`src/rtl/pd_dw_nr_pwr_acc_pkg.sv`:
```
// pd_dw_nr_pkg: shared defaults and helpers for the NR power-detect path
package pd_dw_nr_pkg;
  localparam int PD_NUM_CH = 4;
  localparam int PD_IQ_W = 16;
  localparam int PD_ACC_W = 48;
  localparam int PD_NUM_SYM = 280;
  function automatic int clog2(input int n);
    int r;
    r = 0;
    while ((1 << r) < n) r++;
    return r;
  endfunction
  function automatic logic [63:0] sat_lim(input int w);
    return (64'd1 << w) - 64'd1;
  endfunction
endpackage

```
`src/rtl/pd_dw_nr_pwr_acc_if.sv`:
```
// pd_dw_nr_pwr_acc_if: sample input and result-RAM write port of the power accumulator
interface pd_dw_nr_pwr_acc_if
  import pd_dw_nr_pkg::*;
#(
  parameter int NUM_CH = PD_NUM_CH,
  parameter int IQ_W = PD_IQ_W,
  parameter int ACC_W = PD_ACC_W,
  parameter int NUM_SYM = PD_NUM_SYM
);
  localparam int CH_W = clog2(NUM_CH) > 1 ? clog2(NUM_CH) : 1;
  localparam int SYM_W = clog2(NUM_SYM);
  logic i_fram;
  logic i_vld;
  logic i_last;
  logic [2*IQ_W-1:0] i_data;
  logic i_avg_en;
  logic [4:0] i_log2n;
  logic o_we;
  logic [SYM_W+CH_W-1:0] o_addr;
  logic [ACC_W-1:0] o_din;
  logic o_ovf;
  modport master (output i_fram, i_vld, i_last, i_data, i_avg_en, i_log2n, input o_we, o_addr, o_din, o_ovf);
  modport slave (input i_fram, i_vld, i_last, i_data, i_avg_en, i_log2n, output o_we, o_addr, o_din, o_ovf);
endinterface

```
`src/rtl/pd_dw_nr_pwr_acc_sq_sum.sv`:
```
// pd_dw_nr_sq_sum: two-stage I^2+Q^2 with valid/ch/last/fram sideband
module pd_dw_nr_sq_sum #(
  parameter int IQ_W = 16,
  parameter int CH_W = 2
) (
  input  logic sys_clk,
  input  logic sys_rst_n,
  input  logic vld,
  input  logic fram,
  input  logic last,
  input  logic [CH_W-1:0] ch,
  input  logic [2*IQ_W-1:0] data,
  output logic p_vld,
  output logic p_fram,
  output logic p_last,
  output logic [CH_W-1:0] p_ch,
  output logic [2*IQ_W-1:0] p
);
  logic signed [2*IQ_W-1:0] i_x, q_x;
  logic [2*IQ_W-1:0] ii, qq;
  logic s1_vld, s1_fram, s1_last;
  logic [CH_W-1:0] s1_ch;
  assign i_x = {{IQ_W{data[2*IQ_W-1]}}, data[2*IQ_W-1:IQ_W]};
  assign q_x = {{IQ_W{data[IQ_W-1]}}, data[IQ_W-1:0]};
  always_ff @(posedge sys_clk or negedge sys_rst_n)
    if (!sys_rst_n) begin
      {s1_vld, s1_fram, s1_last, s1_ch, ii, qq} <= '0;
      {p_vld, p_fram, p_last, p_ch, p} <= '0;
    end else begin
      {s1_vld, s1_fram, s1_last, s1_ch} <= {vld, fram, last, ch};
      ii <= i_x * i_x;
      qq <= q_x * q_x;
      {p_vld, p_fram, p_last, p_ch} <= {s1_vld, s1_fram, s1_last, s1_ch};
      p <= ii + qq;
    end
endmodule

```
`src/rtl/pd_dw_nr_pwr_acc.sv`:
```
// pd_dw_nr_pwr_acc: per-channel I^2+Q^2 accumulation over a symbol, one saturated
// (optionally averaged) result per channel per symbol written at {sym, ch}
module pd_dw_nr_pwr_acc
  import pd_dw_nr_pkg::*;
#(
  parameter int NUM_CH = PD_NUM_CH,
  parameter int IQ_W = PD_IQ_W,
  parameter int ACC_W = PD_ACC_W,
  parameter int NUM_SYM = PD_NUM_SYM
) (
  input logic sys_clk,
  input logic sys_rst_n,
  pd_dw_nr_pwr_acc_if.slave bus
);
  localparam int CH_W = clog2(NUM_CH) > 1 ? clog2(NUM_CH) : 1;
  localparam int SYM_W = clog2(NUM_SYM);
  localparam logic [CH_W-1:0] CH_LAST = CH_W'(NUM_CH - 1);
  localparam logic [SYM_W-1:0] SYM_LAST = SYM_W'(NUM_SYM - 1);
  localparam logic [ACC_W-1:0] LIM = ACC_W'(sat_lim(ACC_W));
  logic [CH_W-1:0] ch_cnt, ch_tag, p_ch, s3_ch;
  logic [SYM_W-1:0] sym_cnt, sym_out;
  logic p_vld, p_fram, p_last, s3_vld, s3_fram, s3_last;
  logic [2*IQ_W-1:0] p, s3_p;
  logic [ACC_W-1:0] acc [NUM_CH];
  logic [ACC_W-1:0] base, acc_new;
  logic [ACC_W:0] sum;
  logic sat, emit;
  // a frame-start sample is always channel 0, whatever the counter says
  assign ch_tag = bus.i_fram ? '0 : ch_cnt;
  always_ff @(posedge sys_clk or negedge sys_rst_n)
    if (!sys_rst_n) ch_cnt <= '0;
    else if (bus.i_vld) ch_cnt <= ch_tag == CH_LAST ? '0 : ch_tag + CH_W'(1);
  pd_dw_nr_sq_sum #(.IQ_W(IQ_W), .CH_W(CH_W)) u_sq_sum (
    .sys_clk(sys_clk), .sys_rst_n(sys_rst_n),
    .vld(bus.i_vld), .fram(bus.i_fram), .last(bus.i_last), .ch(ch_tag), .data(bus.i_data),
    .p_vld(p_vld), .p_fram(p_fram), .p_last(p_last), .p_ch(p_ch), .p(p)
  );
  always_ff @(posedge sys_clk or negedge sys_rst_n)
    if (!sys_rst_n) {s3_vld, s3_fram, s3_last, s3_ch, s3_p} <= '0;
    else {s3_vld, s3_fram, s3_last, s3_ch, s3_p} <= {p_vld, p_fram, p_last, p_ch, p};
  assign base = s3_fram ? '0 : acc[s3_ch];
  assign sum = {1'b0, base} + {{(ACC_W+1-2*IQ_W){1'b0}}, s3_p};
  assign sat = sum[ACC_W];
  assign acc_new = sat ? LIM : sum[ACC_W-1:0];
  assign emit = s3_vld & s3_last;
  assign sym_out = s3_fram ? '0 : sym_cnt;
  always_ff @(posedge sys_clk or negedge sys_rst_n)
    if (!sys_rst_n) begin
      for (int k = 0; k < NUM_CH; k++) acc[k] <= '0;
      sym_cnt <= '0;
    end else if (s3_vld) begin
      for (int k = 0; k < NUM_CH; k++)
        if (k == int'(s3_ch)) acc[k] <= s3_last ? '0 : acc_new;
        else if (s3_fram) acc[k] <= '0;
      sym_cnt <= emit && s3_ch == CH_LAST ? (sym_out == SYM_LAST ? '0 : sym_out + SYM_W'(1)) : sym_out;
    end
  always_ff @(posedge sys_clk or negedge sys_rst_n)
    if (!sys_rst_n) begin
      bus.o_we <= 1'b0;
      bus.o_addr <= '0;
      bus.o_din <= '0;
      bus.o_ovf <= 1'b0;
    end else begin
      bus.o_we <= emit;
      if (emit) bus.o_addr <= {sym_out, s3_ch};
      if (emit) bus.o_din <= bus.i_avg_en ? acc_new >> bus.i_log2n : acc_new;
      if (s3_vld) bus.o_ovf <= (bus.o_ovf & ~s3_fram) | sat;
    end
endmodule
```
`src/flat_wrapper.sv`:
```
// flat-port wrapper written by rule: the top's interface ports become plain ports
module pd_dw_nr_pwr_acc_flat import pd_dw_nr_pkg::*;
#(
  parameter int NUM_CH = PD_NUM_CH,
  parameter int IQ_W = PD_IQ_W,
  parameter int ACC_W = PD_ACC_W,
  parameter int NUM_SYM = PD_NUM_SYM
)
  (sys_clk, sys_rst_n, bus_i_fram, bus_i_vld, bus_i_last, bus_i_data, bus_i_avg_en, bus_i_log2n, bus_o_we, bus_o_addr, bus_o_din, bus_o_ovf);
  pd_dw_nr_pwr_acc_if #(.NUM_CH(NUM_CH), .IQ_W(IQ_W), .ACC_W(ACC_W), .NUM_SYM(NUM_SYM)) bus_i ();
  input logic sys_clk;
  input logic sys_rst_n;
  input wire logic [$bits(bus_i.i_fram)-1:0] bus_i_fram;
  input wire logic [$bits(bus_i.i_vld)-1:0] bus_i_vld;
  input wire logic [$bits(bus_i.i_last)-1:0] bus_i_last;
  input wire logic [$bits(bus_i.i_data)-1:0] bus_i_data;
  input wire logic [$bits(bus_i.i_avg_en)-1:0] bus_i_avg_en;
  input wire logic [$bits(bus_i.i_log2n)-1:0] bus_i_log2n;
  output wire logic [$bits(bus_i.o_we)-1:0] bus_o_we;
  output wire logic [$bits(bus_i.o_addr)-1:0] bus_o_addr;
  output wire logic [$bits(bus_i.o_din)-1:0] bus_o_din;
  output wire logic [$bits(bus_i.o_ovf)-1:0] bus_o_ovf;
  assign bus_i.i_fram = bus_i_fram;
  assign bus_i.i_vld = bus_i_vld;
  assign bus_i.i_last = bus_i_last;
  assign bus_i.i_data = bus_i_data;
  assign bus_i.i_avg_en = bus_i_avg_en;
  assign bus_i.i_log2n = bus_i_log2n;
  assign bus_o_we = bus_i.o_we;
  assign bus_o_addr = bus_i.o_addr;
  assign bus_o_din = bus_i.o_din;
  assign bus_o_ovf = bus_i.o_ovf;
  pd_dw_nr_pwr_acc #(.NUM_CH(NUM_CH), .IQ_W(IQ_W), .ACC_W(ACC_W), .NUM_SYM(NUM_SYM)) u_core (.sys_clk(sys_clk), .sys_rst_n(sys_rst_n), .bus(bus_i));
endmodule
```
`config.mk`:
```
export PLATFORM = sky130hd
export DESIGN_NAME = pd_dw_nr_pwr_acc_flat
export DESIGN_NICKNAME = d
export VERILOG_FILES = /design/src/rtl/pd_dw_nr_pwr_acc_pkg.sv /design/src/rtl/pd_dw_nr_pwr_acc_if.sv /design/src/rtl/pd_dw_nr_pwr_acc_sq_sum.sv /design/src/rtl/pd_dw_nr_pwr_acc.sv /design/src/flat_wrapper.sv
export SDC_FILE = /design/constraint.sdc
export NUM_CORES = 2
export LEC_CHECK = 0
export CORE_MARGIN = 5
export CORE_UTILIZATION = 65
export DETAILED_ROUTE_END_ITERATION = 10
export PLACE_DENSITY_LB_ADDON = 0.1
export SYNTH_ARGS = -nofsm -noshare
export SYNTH_HDL_FRONTEND = slang
export SYNTH_SLANG_ARGS = --single-unit
```
`constraint.sdc`:
```
create_clock -name sys_clk -period 10.7 [get_ports sys_clk]
set_input_delay 2.14 -clock sys_clk [delete_from_list [all_inputs] [get_ports sys_clk]]
set_output_delay 2.14 -clock sys_clk [all_outputs]
set_load 0.02 [all_outputs]
```
==> flow_summary_export.csv <==
group,metric,value,unit
job,maxCapViolations,0,
power_and_ir_drop,power.internal,8320,uW
sta,slew_violations,0,
sta,finalCriticalPeriod,9.11,ns
power_and_ir_drop,pwr-share-comb,75.5,%
setup_path,critPathCaptureType,"flop",
logic_synthesis,synth_edf_count,0,
logic_synthesis,yosysWarnings,0,
setup_path,setup.worst_path.class,"in -> reg",
power_and_ir_drop,p_sw_share,48.2,%
sta,fin_crit_sh,85.2,%
drt,viasPerCell,6.10,
sta,rsz0062_at_grt,"no",
drt,post_drt_wl_per_cell,20.4,um
clock_tree,htree_levels,2,
global_routing,grt_max_degree,168,
logic_synthesis,synth_fp_nets,4995,
floorplan,die-area,66900,um^2
clock_tree,cts_buffers,44,
sta,setup_viol,0,
drt,drtIter0Drc,2566,
clock_tree,clock-root-buffer,"clkbuf_16",
power_and_ir_drop,power.leakage,0.0206,uW
setup_path,r2r_cells,16,
logic_synthesis,syn_inst,4238,
global_routing,grt_pass1_vias,32026,
clock_tree,cts.sinks,405,
power_and_ir_drop,finalPower,16100,uW
setup_path,worstPathArrival,9.56,ns
logic_synthesis,avgSynthCellArea,9.48,um^2
worst_hold_path,min_path_cells,0,
final_layout,drive_gt1_share,6.17,%
final_layout,fin_cells,5023,
sta,hold_viol_final,0,
place,dp.cells,4942,
sta,fin_tns_setup,0,ns
global_routing,grt.overflow.total,0,
logic_synthesis,ys_top_cells_by_area,"dfrtp_1 25%, fa_1 23%, ha_1 7.7%",
drt,drc_errors,0,
logic_synthesis,synthFlopType,"dfrtp_1",
power_and_ir_drop,seqPwrFrac,14.4,%
worst_hold_path,hp-class,"reg -> reg",
global_routing,antenna_found_initial,0,
setup_path,required,11.15,ns
run_status,status,"finished, final reports clean",
sta,fin_skew,0.0429,ns
logic_synthesis,netlist.area_leader.share,25.2,%
power_and_ir_drop,max-vdd-ir-drop,0.00119,V
drt,dr_total_vias,30626,
logic_synthesis,synth_area_leader_cell,"dfrtp_1",
sta,slew_headroom,22.8,%
clock_tree,holdBufCountCts,0,
power_and_ir_drop,p_sw,7760,uW
place,gp_congestion,1.00,
floorplan,ios,104,
floorplan,initial_core_util,65.3,%
logic_synthesis,ys_seq_area_share,25.2,%
setup_path,critical_path_peak_fanout,14,
final_layout,multiInputGateArea,26600,um^2
logic_synthesis,syn-cell-area,40200,um^2
clock_tree,cts_resized,0,
final_layout,nFillCells,4877,
drt,firstDrtPassIters,6,
floorplan,fp.dieW,259,um
final_layout,syn_to_final_growth,7.44,%
drt,ant_nets,0,
clock_tree,worstSkewPairLatency,0.60,ns
floorplan,core_area,61500,um^2
power_and_ir_drop,p_clk_share,10.0,%
sta,worstMarginPinSlew,1.16,ns
place,buffer_ports.inserted,103,
power_and_ir_drop,powerDensity,373,nW/um^2
floorplan,die_h,259,um
sta,hold_slack,0.343,ns
place,dp_hpwl,78.7,mm
clock_tree,cts_setup_buffers,0,
clock_tree,cts_buffer_depth,3,
sta,fmax,110,MHz
logic_synthesis,async_reset_ff_share,100,%
clock_tree,path_clk_slew,0.06,ns
final_layout,nNetsFinal,4955,
logic_synthesis,synth_seq_cells,405,
final_layout,n_antenna_cell,0,
global_routing,track_usage,31.1,%
setup_path,setup.worst_path.start_class,"input port",
floorplan,rows,91,
final_layout,regArea,10100,um^2
logic_synthesis,ys_types,102,
drt,wirelength,102,mm
clock_tree,cts_tree,"built",
global_routing,grt_pass1_wl,167,mm
-- stage by stage --
stage,cell area [um^2],util (%),setup slack [ns]
after floorplan,40200,-,2.29
after global routing,43100,70.2,1.14
after global placement,41600,67.6,1.24
after CTS,43100,70.2,1.64
final,43100,70.2,1.59
after detailed placement,41600,67.6,1.06
-- registers in the layout, indices dropped and copies added (netlist names), 2 cells and up --
name,flops
u_core.u_sq_sum.qq,31
u_core.ch_cnt,2
u_core.s3_p,32
u_core.u_sq_sum.s1_ch,2
u_core.acc,192
u_core.u_sq_sum.p,32
u_core.s3_ch,2
u_core.u_sq_sum.p_ch,2
u_core.bus.o_din,48
u_core.bus.o_addr,11
u_core.u_sq_sum.ii,31
u_core.sym_cnt,9
-- layer usage --
metal | global-route usage, % | vias to the layer above | routed length (um)
li1 | - | 14008 | -
met1 | 37.2 | 15261 | 37300
met2 | 56.2 | 1016 | 53800
met3 | 3.19 | 341 | 5060
met4 | 15.4 | 0 | 6180
met5 | 0 | - | 0
-- cell usage after synthesis, drive strengths merged, types with 28 or more instances --
cell	number
dfrtp	405
xnor2	119
ha	246
mux4	63
buf	31
o31ai	63
nand2	316
nor3	39
a21oi	146
and2	113
a21o	43
o21a	33
mux2i	48
fa	468
clkbuf	196
inv	669
a211oi	28
xor2	38
nand3	233
o21ai	295
nor2	254
-- area by class of cell --
cell class / instances / share of cell area (%)
tap: 790 / 2.29
clock inverter: 24 / 0.742
timing repair buffer: 141 / 3.08
sequential: 405 / 23.5
multi-input combinational: 2935 / 61.7
inverter: 671 / 5.84
clock buffer: 57 / 2.87
-- worst max-delay path: stages --
cell	delay [ns]
clkdlybuf4s50_1	0.85
inv_1	0.25
nor2_1	0.24
fa_1	0.45
inv_1	0.09
fa_1	0.41
fa_1	0.50
fa_1	0.55
inv_1	0.05
fa_1	0.49
fa_1	0.42
ha_1	0.39
nand2_1	0.11
or4_1	0.51
a31o_2	0.25
a211o_1	0.33
a211oi_1	0.39
o31ai_1	0.22
o21ai_0	0.40
o31a_1	0.20
o21ai_0	0.10
a21oi_1	0.16
a31oi_1	0.05
-- power by group through the flow --
stage | Combinational (uW) | Clock (uW) | Sequential (uW)
3_3_place_gp | 11900 | 0 | 2340
6_report | 12100 | 1610 | 2320
3_5_place_dp | 12200 | 0 | 2350
5_1_grt | 13800 | 1700 | 2350
4_1_cts | 12300 | 1640 | 2320
2_1_floorplan | 9300 | 0 | 2300
-- worst paths after layout --
kind,slack (ns),start,endpoint
max in group asynchronous,6.75,sys_rst_n,u_core.acc[57]$_DFFE_PN0P_
min in group asynchronous,1.55,sys_rst_n,u_core.u_sq_sum.s1_ch[1]$_DFF_PN0_
worst max-delay path,1.59,bus_i_data[24],u_core.u_sq_sum.ii[31]$_DFF_PN0_
worst max register to register,3.88,u_core.s3_ch[0]$_DFF_PN0_,u_core.bus.o_din[43]$_DFFE_PN0P_
worst min register to register,0.34,u_core.u_sq_sum.s1_last$_DFF_PN0_,u_core.u_sq_sum.p_last$_DFF_PN0_
worst min-delay path,0.34,u_core.u_sq_sum.s1_last$_DFF_PN0_,u_core.u_sq_sum.p_last$_DFF_PN0_
-- placed cells by master (no fill, tap or decap), types with 12 or more instances in the layout --
master           instances
a211oi_1                27
a21o_1                  43
a21oi_1                145
a31o_2                  16
a31oi_1                 19
and2_1                 110
and3_1                  21
buf_4                   37
clkbuf_16               44
clkdlybuf4s50_1        101
dfrtp_1                403
fa_1                   468
ha_1                   246
inv_1                  666
mux2_2                  12
mux2i_1                 48
mux4_2                  62
nand2_1                314
nand2b_1                24
nand3_1                231
nand4_1                 21
nor2_1                 252
nor2b_1                 20
nor3_1                  39
o211ai_1                22
o21a_1                  32
o21ai_0                284
o21bai_1                18
o22ai_1                 14
o31ai_1                 62
or2_2                   13
xnor2_1                119
xor2_1                  38
-- logic make-up after synthesis --
| family | Yosys count | synth area share [%] |
|---|---|---|
| AND/OR/NAND/NOR | 1108 | 13.1 |
| adder cells (fa/ha/maj) | 714 | 31.0 |
| multiplexers | 123 | 5.07 |
| XOR/XNOR | 157 | 3.42 |
| flip-flops | 405 | 25.2 |
| AO/OA/AOI/OAI | 833 | 13.6 |
| buffers and inverters | 898 | 8.57 |
Note: power is estimated with default switching activity, not from simulation.
